$ cat config.mk
export PLATFORM = sky130hd
export DESIGN_NAME = fbindct_bram_arbiter
export DESIGN_NICKNAME = d
export VERILOG_FILES = /design/src/rtl/fbindct_bram_arbiter.sv
export SDC_FILE = /design/constraint.sdc
export NUM_CORES = 1
export LEC_CHECK = 0
export CORE_ASPECT_RATIO = 0.6
export CORE_MARGIN = 1.5
export CORE_UTILIZATION = 20
export CTS_BUF_LIST = sky130_fd_sc_hd__clkbuf_4 sky130_fd_sc_hd__clkbuf_8 sky130_fd_sc_hd__clkbuf_16
export DETAILED_ROUTE_END_ITERATION = 6
export HOLD_SLACK_MARGIN = 0.1
export PLACE_DENSITY = 0.84
export SYNTH_ARGS = -nofsm -noshare
export SYNTH_HDL_FRONTEND = slang
export SYNTH_SLANG_ARGS = --single-unit
$ cat constraint.sdc
create_clock -name clk -period 1.9 [get_ports clk]
set_input_delay 0.38 -clock clk [delete_from_list [all_inputs] [get_ports clk]]
set_output_delay 0.38 -clock clk [all_outputs]
set_load 0.01 [all_outputs]
$ cat src/rtl/fbindct_bram_arbiter.sv
// rtl/fbindct_bram_arbiter.sv - Read/write arbiter sharing one BRAM port with bounded round-robin bursts.
// Grants are combinational from requests and burst state; read data returns with a fixed latency.
module fbindct_bram_arbiter #(
  parameter int DATA_WIDTH = 32,
  parameter int ADDR_WIDTH = 13,
  parameter int BURST_MAX  = 4,
  parameter int RD_LATENCY = 1
) (
  input  logic                  clk,
  input  logic                  rst,
  input  logic                  rd_req,
  input  logic [ADDR_WIDTH-1:0] rd_addr,
  output logic                  rd_gnt,
  output logic [DATA_WIDTH-1:0] rd_data,
  output logic                  rd_valid,
  input  logic                  wr_req,
  input  logic [ADDR_WIDTH-1:0] wr_addr,
  input  logic [DATA_WIDTH-1:0] wr_data,
  output logic                  wr_gnt,
  output logic [ADDR_WIDTH-1:0] bram_addr,
  output logic [DATA_WIDTH-1:0] bram_wrdata,
  input  logic [DATA_WIDTH-1:0] bram_rddata,
  output logic                  bram_en,
  output logic                  bram_we
);

  localparam int CW = $clog2(BURST_MAX + 1);

  typedef enum logic [1:0] {OWN_NONE, OWN_RD, OWN_WR} owner_t;

  owner_t                owner_q, owner_d;
  logic [CW-1:0]         beat_q, beat_d;
  logic                  last_wr_q, last_wr_d;
  logic [RD_LATENCY-1:0] vpipe_q;
  logic                  rd_gnt_c, wr_gnt_c;
  logic                  burst_done;
  logic [CW-1:0]         beat_inc;

  assign burst_done = (beat_q >= CW'(BURST_MAX));
  assign beat_inc   = burst_done ? beat_q : beat_q + CW'(1);

  always_ff @(posedge clk) begin
    if (rst) begin
      owner_q   <= OWN_NONE;
      beat_q    <= '0;
      last_wr_q <= 1'b1;
    end else begin
      owner_q   <= owner_d;
      beat_q    <= beat_d;
      last_wr_q <= last_wr_d;
    end
  end

  always_comb begin
    rd_gnt_c  = 1'b0;
    wr_gnt_c  = 1'b0;
    owner_d   = OWN_NONE;
    beat_d    = '0;
    last_wr_d = last_wr_q;
    if (!rst) begin
      if (rd_req && !wr_req) begin
        rd_gnt_c = 1'b1;
      end else if (wr_req && !rd_req) begin
        wr_gnt_c = 1'b1;
      end else if (rd_req && wr_req) begin
        // Contention: the current owner keeps the port until its burst is used up.
        case (owner_q)
          OWN_RD: begin
            if (burst_done) wr_gnt_c = 1'b1;
            else            rd_gnt_c = 1'b1;
          end
          OWN_WR: begin
            if (burst_done) rd_gnt_c = 1'b1;
            else            wr_gnt_c = 1'b1;
          end
          default: begin
            if (last_wr_q) rd_gnt_c = 1'b1;
            else           wr_gnt_c = 1'b1;
          end
        endcase
      end
    end
    if (rd_gnt_c) begin
      owner_d   = OWN_RD;
      last_wr_d = 1'b0;
      beat_d    = (owner_q == OWN_RD) ? beat_inc : CW'(1);
    end else if (wr_gnt_c) begin
      owner_d   = OWN_WR;
      last_wr_d = 1'b1;
      beat_d    = (owner_q == OWN_WR) ? beat_inc : CW'(1);
    end
  end

  // Valid pipe is cleared on reset so in-flight reads never return.
  always_ff @(posedge clk) begin
    if (rst) begin
      vpipe_q <= '0;
    end else begin
      vpipe_q[0] <= rd_gnt_c;
      for (int i = 1; i < RD_LATENCY; i++) begin
        vpipe_q[i] <= vpipe_q[i-1];
      end
    end
  end

  assign rd_gnt      = rd_gnt_c;
  assign wr_gnt      = wr_gnt_c;
  assign rd_valid    = vpipe_q[RD_LATENCY-1] & ~rst;
  assign rd_data     = bram_rddata;
  assign bram_en     = rd_gnt_c | wr_gnt_c;
  assign bram_we     = wr_gnt_c;
  assign bram_addr   = wr_gnt_c ? wr_addr : (rd_gnt_c ? rd_addr : '0);
  assign bram_wrdata = wr_gnt_c ? wr_data : '0;

endmodule
# Yosys cells after proc, flatten, opt, wreduce, memory -nomap -nowiden
# Cells that the tools add are included.
# word_totals
out_inout_bits,82
wordCells,45
register_bits,7
# op_classes
add_sub_neg,1
eq_ne,2
n_lt_le_gt_ge,1
n_mux,26
bitwise_logic,3
n_reduce_logical,7
# op_table
cell,n
$mux W32,1
$mux W13,2
$mux W1,15
$mux W3,5
$pmux W1 S2,2
$add A3 B1 Y3 const B,1
$ge A3 B3 Y1 const B,1
$logic_and A1 B1 Y1,3
$eq A2 B1 Y1 const B,1
$eq A2 B2 Y1 const B,1
$logic_not A1 Y1,2
$mux W2,1
$reduce_bool A2 Y1,1
$reduce_or A2 Y1,1
$and A1 B1 Y1,1
$not A1 Y1,1
$or A1 B1 Y1,1

# Longest topological paths before layout
# Gate-level depths: netlist of the first run.
# depth
ltp_word,9
mapped_depth,8

# Worst setup path before layout of the first run
# No wires, ideal clock.
# synth_path
path_kind,register -> output
start,register owner_q[1]
end,output bram_addr[10]
t_arrival_ns,1.621
setup_slack_ns,-0.101
stages_incl_launch_ff,8
cell_sequence,dfxtp_1 > inv_1 > ha_1 > a31oi_1 > and2_4 > buf_6 > buf_8 > a22o_1
# synth_between
word_cells_on_any_way,14
cone_classes,2 x eq/ne; 12 x mux
# synth_rtl
element,line_no,source
start: declaration,31,"owner_t owner_q, owner_d;"
start signal: assignment,48,owner_q <= owner_d;
$eq A2 B2 Y1 or $eq A2 B1 Y1 (tied branches),67,case (owner_q)
$pmux W1 S2 (*),67,
$mux W1 (*),65,end else if (rd_req && wr_req) begin
$mux W1 (*),63,end else if (wr_req && !rd_req) begin
$mux W1 (*),61,if (rd_req && !wr_req) begin
$mux W1 (*),60,if (!rst) begin
net bram_we,24,output logic bram_we
$mux W13 (*),112,assign bram_addr = wr_gnt_c ? wr_addr : (rd_gnt_c ? rd_addr : '0);
end: declaration,20,"output logic [ADDR_WIDTH-1:0] bram_addr,"
# The timed path passes the listed nets; every way through them passes the cells marked *.

# Worst setup path in the final report of the first run
# layout_path
start,register owner_q[0]
end,output bram_addr[7]
# layout_between
elab_chain_cells,8
word_cells_on_any_way,14
cone_classes,2 x eq/ne; 12 x mux
# layout_rtl
element,line_no
$eq A2 B2 Y1 or $eq A2 B1 Y1 (tied branches),67
$pmux W1 S2,67
$mux W1,65
$mux W1,63
$mux W1,61
$mux W1,60
$mux W13,112
$mux W13 (*),112
# Mark *: on every way between the ends. The rest lies on a longest branch, timed or not.

==> summary.txt, run 1 <==
Floorplanning
  – Die H: 59.6 µm
  – Die W: 97.4 µm
  – Initial Util: 20.9%
  – Core area: 0.00510 mm²
  – Die area: 0.00580 mm²
  – I/O pin total: 176
  – Site Rows: 20

Pwr
  – Clk pwr share: 18.0%
  – Reg power frac: 13.9%
  – VDD IR max: 320 µV
  – P_leak: 1.29 nW
  – Switching share of power: 30.7%
  – P_sw: 321 µW
  – Logic pwr share: 68.1%
  – Total Power: 1.04 mW
  – P_int: 724 µW
  – P per Cell Area: 383 mW/mm²

CTS
  – CTS tree: done
  – Worst-Skew Late Latency: 0.22 ns
  – Clock transition at the registers of the reported paths: 0.04 ns
  – Hold buffers post-CTS: 0
  – Clk root buf: clkbuf_8
  – Longest Clk Path Bufs: 2
  – Number of CTS-inserted buffers: 3
  – CTS sink cnt: 6
  – Htree depth: 1

STA
  – Skew final: 0.00196 ns
  – Hold violation total from the final report: 0
  – Max-slew headroom: 78.2%
  – Final worst slack: -0.373 ns
  – Min Hold Slack: 0.534 ns
  – Min Tclk post-route: 2.27 ns
  – Setup TNS: -11.91 ns
  – Final setup violation count: 52
  – Max Fclk: 0.440 GHz
  – Fin crit share: 120%
  – Worst-margin pin slew: 0.325 ns
  – Pins over their slew limit: 0
  – RSZ-0062 raised after global routing: yes

Logic synthesis
  – Mean post-synth cell area: 8.03 µm²
  – Synth area leaders: buf_4 (23%), and3_1 (19%), dfxtp_1 (11%)
  – Syn. warnings: 0
  – Area of the mapped netlist: 0.00107 mm²
  – Syn_nets: 231
  – Synth area leader: buf_4
  – Async SR Flop Fraction: 0%
  – Synth Flop Type: dfxtp_1
  – Flip-flop and latch count after synthesis: 6
  – Yosys top cell area share: 23.2%
  – Syn Inst Count: 133
  – Distinct cells, synth: 31
  – Register area share after synthesis: 11.2%
  – Post-synth EDFFs: 0

GRT
  – GR Overflow Total: 0
  – Initial antenna violation count: 0
  – GRT Total Usage: 17.1%
  – Vias in the first global route: 1470
  – Global-route wire length before repair: 7690 µm
  – Largest net degree at the start of global routing: 17

Detailed routing
  – WL final: 5280 µm
  – DRT iter0 DRCs: 63
  – DR WL/cell: 16.4 µm
  – Via-to-Cell Ratio: 4.60
  – Router iterations before antenna repair: 4
  – Via count: 1482
  – DRC errors left: 0
  – Post-route ant nets: 0

Worst hold path
  – Hold path depth: 2
  – HP Class: reg2reg

Setup path
  – Worst EP arrival: 1.89 ns
  – Startpoint types: register
  – FF-to-FF setup slack: -0.14 ns
  – Type of destination of the critical path: output port
  – Critical path type: reg2out
  – R2R cell count: 10
  – Crit path required time: 1.52 ns
  – CP Max Fanout: 5

Status
  – Status: finished, violations left
  – Failing checks: negative setup slack

Placed design
  – Placed Cells: 286
  – RePlAce Congestion: 0.759
  – HPWL after DPL: 3260 µm
  – DP Worst Slack: -0.686 ns
  – Port Buffers: 111
  – Area after DPL: 0.00213 mm²

Cells and area
  – Area grow syn2layout: 155%
  – Filler Cell Count: 453
  – Share of post-route cells with drive strength above 1: 56.6%
  – Nets@finish: 356
  – Post-Layout Cell Count: 322
  – Final core occ: 53.4%
  – Non-Filler Cell Area, Final: 0.00273 mm²
  – N_diodes: 0

Run
  – Max Cap Viol: 0
-- power by group through the flow --
stage	Sequential, mW	Clock, mW	Combinational [mW]
final	0.145	0.188	0.711
after global routing	0.146	0.205	0.752
after global placement	0.146	0	0.482
after detailed placement	0.147	0	0.491
after CTS	0.145	0.196	0.681
after floorplan	0.145	0	0.261
-- flip-flops by register name, indices dropped and copies added (netlist names) --
name,cells
beat_q,3
last_wr_q,1
owner_q,2
-- worst paths after layout --
kind | startpoint | end
max | owner_q[0] | bram_addr[7]
min | last_wr_q | last_wr_q
max reg2reg | owner_q[1] | beat_q[1]
min reg2reg | last_wr_q | last_wr_q
-- area by class of cell --
class	count	area, µm²	share of cell area [%]
well taps	66	82.6	3.03
repair buffers	163	1620	59.3
inverters	7	31.3	1.15
multi-input cells	77	827	30.3
clock buffers	3	41.3	1.52
flip-flops and latches	6	126	4.64
-- cells by family (layout without fill, tap and decap cells) --
logic type      count (synthesis)  count (layout)  share of synthesized area (%)
buf+inv                        50             173                           31.7
simple gates                   46              46                           28.1
compound gates                 23              23                           20.3
flops                           6               6                           11.2
fa+ha+maj                       4               4                           4.68
mux                             3               3                           3.16
xor+xnor                        1               1                          0.820
-- synthesized netlist by cell type, types with 3 or more instances --
cell      number
a22o_1        13
and3_1        32
buf_4         33
clkbuf_1       6
dfxtp_1        6
ha_1           4
inv_1          7
nor2_1         3
-- repair_timing --
item | CTS | global route
cloned | 7 | 0
buffers inserted | 24 | 6
gates resized for setup | 272 | 22
endpoints found under the setup margin | 50 | 53
pin swaps | 29 | 5
-- cell usage in the layout, fill, tap and decap left out, types with 4 or more instances in the layout --
| master | netlist | layout |
|---|---|---|
| buf_4 | 33 | 26 |
| clkdlybuf4s50_1 | 0 | 58 |
| buf_2 | 1 | 26 |
| buf_12 | 0 | 4 |
| and3_4 | 0 | 18 |
| buf_6 | 2 | 37 |
| inv_1 | 7 | 4 |
| a22o_1 | 13 | 13 |
| and3_1 | 32 | 14 |
| buf_8 | 1 | 4 |
-- worst max-delay path: stages, from the launching register on --
cell and delay, ns:
dfxtp_4 0.37, inv_4 0.04, ha_4 0.17, buf_4 0.14
o2111ai_4 0.18, nor3b_4 0.24, buf_4 0.18, buf_6 0.10
a22o_1 0.11, buf_2 0.13
-- routing by layer --
metal | up-vias | global-route usage (%) | part of all wire, %
met5 | - | 0 | 0
met4 | 0 | 3.47 | 0.80
met3 | 6 | 8.73 | 9.3
met2 | 74 | 27.4 | 47
li1 | 693 | - | -
met1 | 709 | 20.8 | 43
Note: power is estimated with default switching activity, not from simulation.
==> run 2, diff against run 1 <==
CORE_UTILIZATION = 24   (was 20)
PLACE_DENSITY = 0.94   (was 0.84)
clock period = 2.9 ns   (was 1.9 ns; I/O delays follow)
==> run 2 against run 1 <==
Compared with the run above:
- the flow now finishes without violations
- sequential share of layout area is 0.65 points higher
- design area fell by 17%
- clock power is 33% lower
- final cell count shrank 11%
- register-to-register slack better by 1.1 ns
- clock skew increased by 0.0031 ns
- largest cell class unchanged
==> summary.txt, run 2 (synthesis results as in run 1) <==
Cells and area
  – Post-Layout Cell Count: 287
  – Most frequent cells in the layout: clkdlybuf4s50_1 (88), and3_1 (32), dlygate4sd2_1 (16)
  – Share of post-route cells with drive strength above 1: 16.3%
  – Non-Filler Cell Area, Final: 0.00227 mm²
  – Filler Cell Count: 410
  – Register area: 120 µm²
  – Area of the multi-input gates: 656 µm²
  – Biggest regs: beat_q x3, owner_q x2, last_wr_q x1
  – Max reg flops: 3
  – Reg with most FFs: beat_q
  – Commonest non-fill, non-tap cell in the layout: clkdlybuf4s50_1
  – N_diodes: 0
  – Area grow syn2layout: 113%
  – Nets@finish: 327

Setup path
  – CP peak stage delay: 0.55 ns
  – Worst path slowest cell: clkdlybuf4s50_1
  – Startpoint types: register
  – Critical path type: reg2out
  – Crit path required time: 2.32 ns
  – Top cell by count, worst path: inv_1
  – Worst EP arrival: 2.21 ns
  – Crit. Startpoint: owner_q[1]
  – CP Max Fanout: 8
  – Type of destination of the critical path: output port
  – Cell family with most CP delay: buffers and inverters
  – FF-to-FF setup slack: 0.98 ns
  – RR Startpoint: owner_q[1]
  – CP cell instances: inv_1 > ha_4 > inv_1 > a31oi_4 > buf_12 > clkbuf_16 > and3_1 > clkdlybuf4s50_1
  – Critical path buffers and inverters: 5

CTS
  – Htree depth: 1
  – Worst-Skew Late Latency: 0.23 ns
  – CTS tree: done
  – Number of CTS-inserted buffers: 3
  – Clk root buf: clkbuf_8
  – Clock transition at the registers of the reported paths: 0.04 ns
  – Longest Clk Path Bufs: 2
  – CTS sink cnt: 6

GRT
  – Vias in the first global route: 1226
  – GR Overflow Total: 0
  – Global-route wire length before repair: 5580 µm
  – GRT Total Usage: 15.0%
  – Initial antenna violation count: 0
  – Largest net degree at the start of global routing: 35

Floorplanning
  – I/O pin total: 176
  – Die area: 0.00487 mm²
  – Core area: 0.00419 mm²
  – Site Rows: 18
  – Die W: 89.1 µm
  – Die H: 54.7 µm
  – Initial Util: 25.5%

Status
  – Status: complete, no violations

Pwr
  – P_leak: 1.15 nW
  – VDD IR max: 105 µV
  – P per Cell Area: 248 mW/mm²

Worst hold path
  – Start point of the worst hold path: last_wr_q
  – HP Class: reg2reg

STA
  – Min Tclk post-route: 2.79 ns
  – Final setup violation count: 0
  – RSZ-0062 raised after global routing: no
  – Hold violation total from the final report: 0
  – Skew final: 0.00510 ns
  – Max Fclk: 0.359 GHz
  – Fin crit share: 96.1%
  – Max-slew headroom: 73.0%
  – Pins over their slew limit: 0
  – Worst-margin pin slew: 0.403 ns

Placed design
  – Placed Cells: 271
  – RePlAce Congestion: 0.685
  – Port Buffers: 111
  – HPWL after DPL: 3060 µm
  – Area after DPL: 0.00204 mm²

Detailed routing
  – DRT iter0 DRCs: 44
  – Via-to-Cell Ratio: 4.59
  – Post-route ant nets: 0
  – WL final: 4250 µm
  – DRC errors left: 0
  – DR WL/cell: 14.8 µm
  – Router iterations before antenna repair: 4
  – Via count: 1317

Run
  – Max Cap Viol: 0
run 2: cell count changes in the layout (fill, tap and decap cells not counted), moves of 3 or more:
cell             delta
dfxtp_1             +3
and3_4             -18
inv_1               +3
buf_2              -26
buf_8               -4
clkdlybuf4s50_1    +30
dlygate4sd2_1      +13
buf_4              -11
dlymetal6s2s_1      +6
buf_6              -35
buf_16              -3
and3_1             +18
run 2: power by group:
| part | switching (mW) | internal, mW |
|---|---|---|
| Sequential | 0.00545 | 0.0889 |
| Combinational | 0.127 | 0.217 |
| Clock | 0.0370 | 0.0893 |
| Total | 0.170 | 0.395 |
run 2: worst paths after layout:
kind | endpoint | cells after the start
max | bram_wrdata[31] | 8
min | last_wr_q | 2
max reg2reg | beat_q[1] | 7
min reg2reg | last_wr_q | 2
run 2: what timing repair did:
| item | 4_1_cts | 5_1_grt |
|---|---|---|
| pin swaps | 1 | 1 |
| endpoints found under the setup margin | 47 | 33 |
| hold buffers | 0 | 0 |
| cloned | 1 | 3 |
| gates resized for setup | 21 | 12 |
| buffers inserted | 0 | 9 |
run 2: per-layer routing:
layer  vias to the layer above  GRT usage, %  routed length (µm)
met3                         4          4.83                 418
li1                        634             -                   -
met1                       606          15.4                1770
met5                         -             0                   0
met2                        73          30.2                2030
met4                         0          3.59                  30
run 2: stage by stage:
step	setup TNS (ns)	power, mW	setup WS, ns	hold WS [ns]	utilization [%]
finish	0	0.564	0.112	0.560	54.2
global route	0	0.597	0.0305	0.597	54.2
CTS	0	0.528	0.00000266	0.564	49.9
detailed placement	-3.04	0.403	-0.0949	0.538	48.6
global placement	-1.68	0.396	-0.0652	0.521	48.6
floorplan	0	0.260	0.699	0.484	-
run 2: worst reg2reg max path: stages, from the launching register on:
cell	delay, ns
dfxtp_1	0.33
inv_1	0.08
ha_4	0.26
and3b_1	0.23
buf_4	0.15
a311oi_2	0.37
a31oi_1	0.10
nor4_1	0.30
run 2: area by class of cell:
class	count	share of cell area, %
clock buffer	3	1.82
inverter	7	1.16
multi-input combinational	78	28.9
sequential	6	5.29
tap	60	3.30
timing repair buffer	133	59.6
==> RTL change 1 (config.mk and constraints of run 2) <==
Encoding of `owner_t`: now one-hot (3 bits for 3 values).
--- a/src/rtl/fbindct_bram_arbiter.sv
+++ b/src/rtl/fbindct_bram_arbiter.sv
@@ -27,5 +27,5 @@
   localparam int CW = $clog2(BURST_MAX + 1);
 
-  typedef enum logic [1:0] {OWN_NONE, OWN_RD, OWN_WR} owner_t;
+  typedef enum logic [2:0] {OWN_NONE = 3'b001, OWN_RD = 3'b010, OWN_WR = 3'b100} owner_t;
 
   owner_t                owner_q, owner_d;
Behaviour: same outputs for any inputs over 10 cycles, from zero or initial values and one cycle with rst high; not proved beyond that.
==> RTL change 1 against run 2 <==
Non-clock buffer count decreased by 3; final area decreased by 0.61%; sequential share of layout area increased by 0.92 points; sequential cell count increased by 1; power decreased by 5.4%; worst setup slack got worse by 0.0039 ns; routed wire length increased by 8.0%; area after synthesis increased by 4.1%; register-to-register slack improved by 0.25 ns; sequential power increased by 21%; core utilization decreased by 1.5 points; largest power group unchanged.
==> RTL change 1: results (changes against run 2) <==
The number of placed instances, taps included came out at 281 (+3.7%). The sequential fraction of the synthesis area is 0.126 (+0.0136). The share of cells above drive strength 1 is 0.244 (+0.0806). The most critical setup path has its endpoint at bram_addr[5]. The worst slew slack as a fraction of its limit is 0.781 (+0.0519), and the worst IR drop on VDD is 0.258 mV (+150%). The routed length per placed instance is 15.6 um (+5.4%), and the detailed placer's ending HPWL is 3410 um (+12%). The unique cell type count in the Yosys netlist came out at 32 (+3.2%).

After synthesis, the cell types taking the most area are buf_4 (22%), and2_1 (19%), dfxtp_1 (13%), a22o_1 (10%), buf_6 (5.1%). The logs give 0.00103 uW (-11%) for the static power due to leakage and 0.178 (+0.0272) for the global routing usage summed across all routing layers. The depth of the worst register-to-register path was 5 (-2); the post-place instance area was 2070 um2 (+1.8%). The final layout net count was 331 (+1.2%). The maximum fanout along the worst path was 12 (+4); the first-iteration detailed-routing DRC count was 32 (-27%). The final critical delay including setup and external delays came out at 2.79 ns (+0.00387 ns). The via density per instance was 4.53 (-1.3%). The beginning of the critical path is rd_req. Total nets after synthesis: 236 (+2.2%). The flow ran to the end, and the final reports show no timing, DRC or antenna violations. The run gives 0.865 (+26%) as the final weighted congestion in routability-driven placement. The average footprint of a synthesized cell was 7.95 um2 (-1.1%).

The worst register-to-register path begins at owner_q[2]$_SDFF_PP0_. The setup slack of the worst register-to-register path is 1.23 ns (+0.25 ns).
## RTL change 1: changes by cell type in the layout (fill, tap and decap cells not counted), sizes merged, moves of 5 or more
| cell | before | now |
|---|---|---|
| clkdlybuf4s15 | 0 | 25 |
| dlymetal6s2s | 7 | 1 |
| and2 | 2 | 33 |
| clkdlybuf4s50 | 88 | 61 |
| and3 | 32 | 0 |
| dlygate4sd2 | 16 | 21 |
## RTL change 1: critical path, cell delays in order
cell and delay [ns]:
dlygate4sd2_1 0.26, and4bb_1 0.21, mux2i_2 0.19, and4_4 0.30
buf_4 0.13, buf_12 0.12, a22o_1 0.17, clkdlybuf4s15_1 0.25
## RTL change 1: metal layers
metal  GRT usage  wire (um)  vias to the layer above
met2       0.282       2070                       82
met1       0.227       1960                      610
met5           0          0                        -
li1            -          -                      638
met3      0.0710        521                        2
met4      0.0357         27                        0
## RTL change 1: power breakdown
part	total (uW)	internal, uW	switching, uW
Clock	149	105	44.5
Sequential	114	103	10.5
Combinational	271	178	92.7
Total	534	386	148
## RTL change 1: repair_timing
action / in CTS / in global routing
resized for setup: 104 / 6
endpoints found under the setup margin: 48 / 11
hold buffers: 0 / 0
setup buffers: 5 / 1
pin swaps: 2 / 0
gates cloned: 3 / 0
## RTL change 1: cell families (layout without fill, tap and decap cells)
logic type / after synthesis / count (layout) / synth area share
AOI/OAI and AO/OA: 25 / 25 / 0.191
adders and majority gates: 2 / 2 / 0.0225
buffers and inverters: 48 / 142 / 0.308
DFF: 7 / 7 / 0.126
muxes: 3 / 3 / 0.0315
and+or+nand+nor: 55 / 55 / 0.321
## RTL change 1: how the worst min path moves through the flow
stage	startpoint	to	slack, ns	cells after the start
global route	last_wr_q$_SDFFE_PP1P_	last_wr_q$_SDFFE_PP1P_	0.64	1
finish	last_wr_q$_SDFFE_PP1P_	last_wr_q$_SDFFE_PP1P_	0.58	1
global placement	last_wr_q$_SDFFE_PP1P_	last_wr_q$_SDFFE_PP1P_	0.57	1
CTS	last_wr_q$_SDFFE_PP1P_	last_wr_q$_SDFFE_PP1P_	0.59	1
floorplan	last_wr_q$_SDFFE_PP1P_	last_wr_q$_SDFFE_PP1P_	0.52	1
detailed placement	last_wr_q$_SDFFE_PP1P_	last_wr_q$_SDFFE_PP1P_	0.58	1
## RTL change 1: layout make-up
| cell class | instances | area [um2] |
|---|---|---|
| Sequential cell | 7 | 140 |
| Clock buffer | 4 | 48.8 |
| Timing Repair Buffer | 130 | 1330 |
| Tap cell | 60 | 75.1 |
| Multi-Input combinational cell | 85 | 632 |
| Fill cell | 391 | 2020 |
| Inverter | 8 | 32.5 |
==> RTL change 2 (flow settings as in run 2) <==
Without the edit above. `RD_LATENCY`: 1 -> 2.
--- a/src/rtl/fbindct_bram_arbiter.sv
+++ b/src/rtl/fbindct_bram_arbiter.sv
@@ -5,5 +5,5 @@
   parameter int ADDR_WIDTH = 13,
   parameter int BURST_MAX  = 4,
-  parameter int RD_LATENCY = 1
+  parameter int RD_LATENCY = 2
 ) (
   input  logic                  clk,
Formal check against the unedited RTL: not equivalent (a bounded check fails within 4 cycles, from zero or initial values and one cycle with rst high).
==> RTL change 2 against run 2 <==
Worst hold slack improved by 0.013 ns; area after synthesis shrank 4.8%; power fell by 4.0%; worst setup slack got worse by 0.039 ns; sequential cell count grew 1; cell count is 3.5% lower; sequential share of layout area grew 1.3 points; routed wire length down 7.1%; final area is 5.3% lower; largest cell class unchanged; largest power group unchanged.
==> RTL change 2: results (changes against run 2) <==
The multiplexer share of the synthesized area is 0.0308 (-0.000866). The commonest cells after synthesis are buf_4 (34), and2_1 (33), a22o_1 (13). The run gives 3060 um (about the same) as the detailed placer's ending HPWL. The fraction of synthesized cell area in xor and xnor cells was 0.00861 (+0.000413); the share of cell area taken by flip-flops and latches was 0.0657 (+0.0129).

The setup fix buffers added after clock tree synthesis is 4 (+4), and the post-cts resize count is 60 (+190%). The fraction of area in multi-input gates is 0.283 (-0.00582), and the first-iteration detailed-routing DRC count is 38 (-14%). The worst slew slack as a fraction of its limit is 0.829 (+0.0991), and the first-pass GRT wire length is 5380 um (-3.5%).

Sink count of the clock tree: 7 (+1). The worst path arrival time was 2.25 ns (+0.04 ns); the static power due to leakage was 0.00103 uW (-11%). Share of cells above drive strength 1: 0.147 (-0.0155).

The flow ran to the end, and the final reports show no timing, DRC or antenna violations. The count of non-filler cells in the finished layout was 277 (-3.5%); the non-clock buffer contribution to total cell area was 0.586 (-0.00943). The slowest cell on the critical path was dfxtp_1. The complex-gate fraction of the synthesized area works out to 0.187 (-0.0156). The sequential fraction of the synthesis area is 0.138 (+0.0253), and the unique cell type count in the Yosys netlist is 27 (-13%).

The adder and majority gate portion of the synthesized area works out to 0.0492 (+0.00236). The filler cell count in the final layout is 394 (-3.9%), and the layout buffer count excluding clock buffers is 126 (-5.3%). The run gives 0.00165 ns (-0.00345 ns) as the worst-case clock skew. The endpoint of the worst setup timing path is bram_en.

The average footprint of a synthesized cell was 7.95 um2 (-1.1%); the setup slack of the worst register-to-register path was 0.96 ns (-0.02 ns). The total nets after synthesis was 226 (-2.2%); the depth of the worst register-to-register path was 10 (+3). The global routing usage summed across all routing layers came out at 0.160 (+0.00992).
[RTL change 2: per-stage QoR]
| step | total power (uW) | utilization | hold WS [ns] | TNS, ns | cell area [um2] |
|---|---|---|---|---|---|
| final | 542 | 0.528 | 0.573 | 0 | 2150 |
| after global routing | 578 | 0.528 | 0.590 | 0 | 2150 |
| after CTS | 537 | 0.517 | 0.544 | 0 | 2110 |
| after detailed placement | 389 | 0.484 | 0.533 | -25.43 | 1970 |
| after global placement | 385 | 0.484 | 0.512 | -22.66 | 1970 |
| after floorplan | 256 | - | 0.441 | 0 | 1020 |
[RTL change 2: per-layer routing]
layer / global-route usage / up-vias / wire length (um)
met5: 0 / - / 0
met4: 0.0511 / 0 / 67
met3: 0.0764 / 9 / 405
met2: 0.243 / 83 / 1700
met1: 0.199 / 522 / 1770
li1: - / 567 / -
[RTL change 2: power breakdown]
part / leakage [uW] / internal (uW) / switching, uW
clock network: 0.0000255 / 93.0 / 42.6
registers: 0.0000580 / 103 / 5.22
logic: 0.000944 / 191 / 107
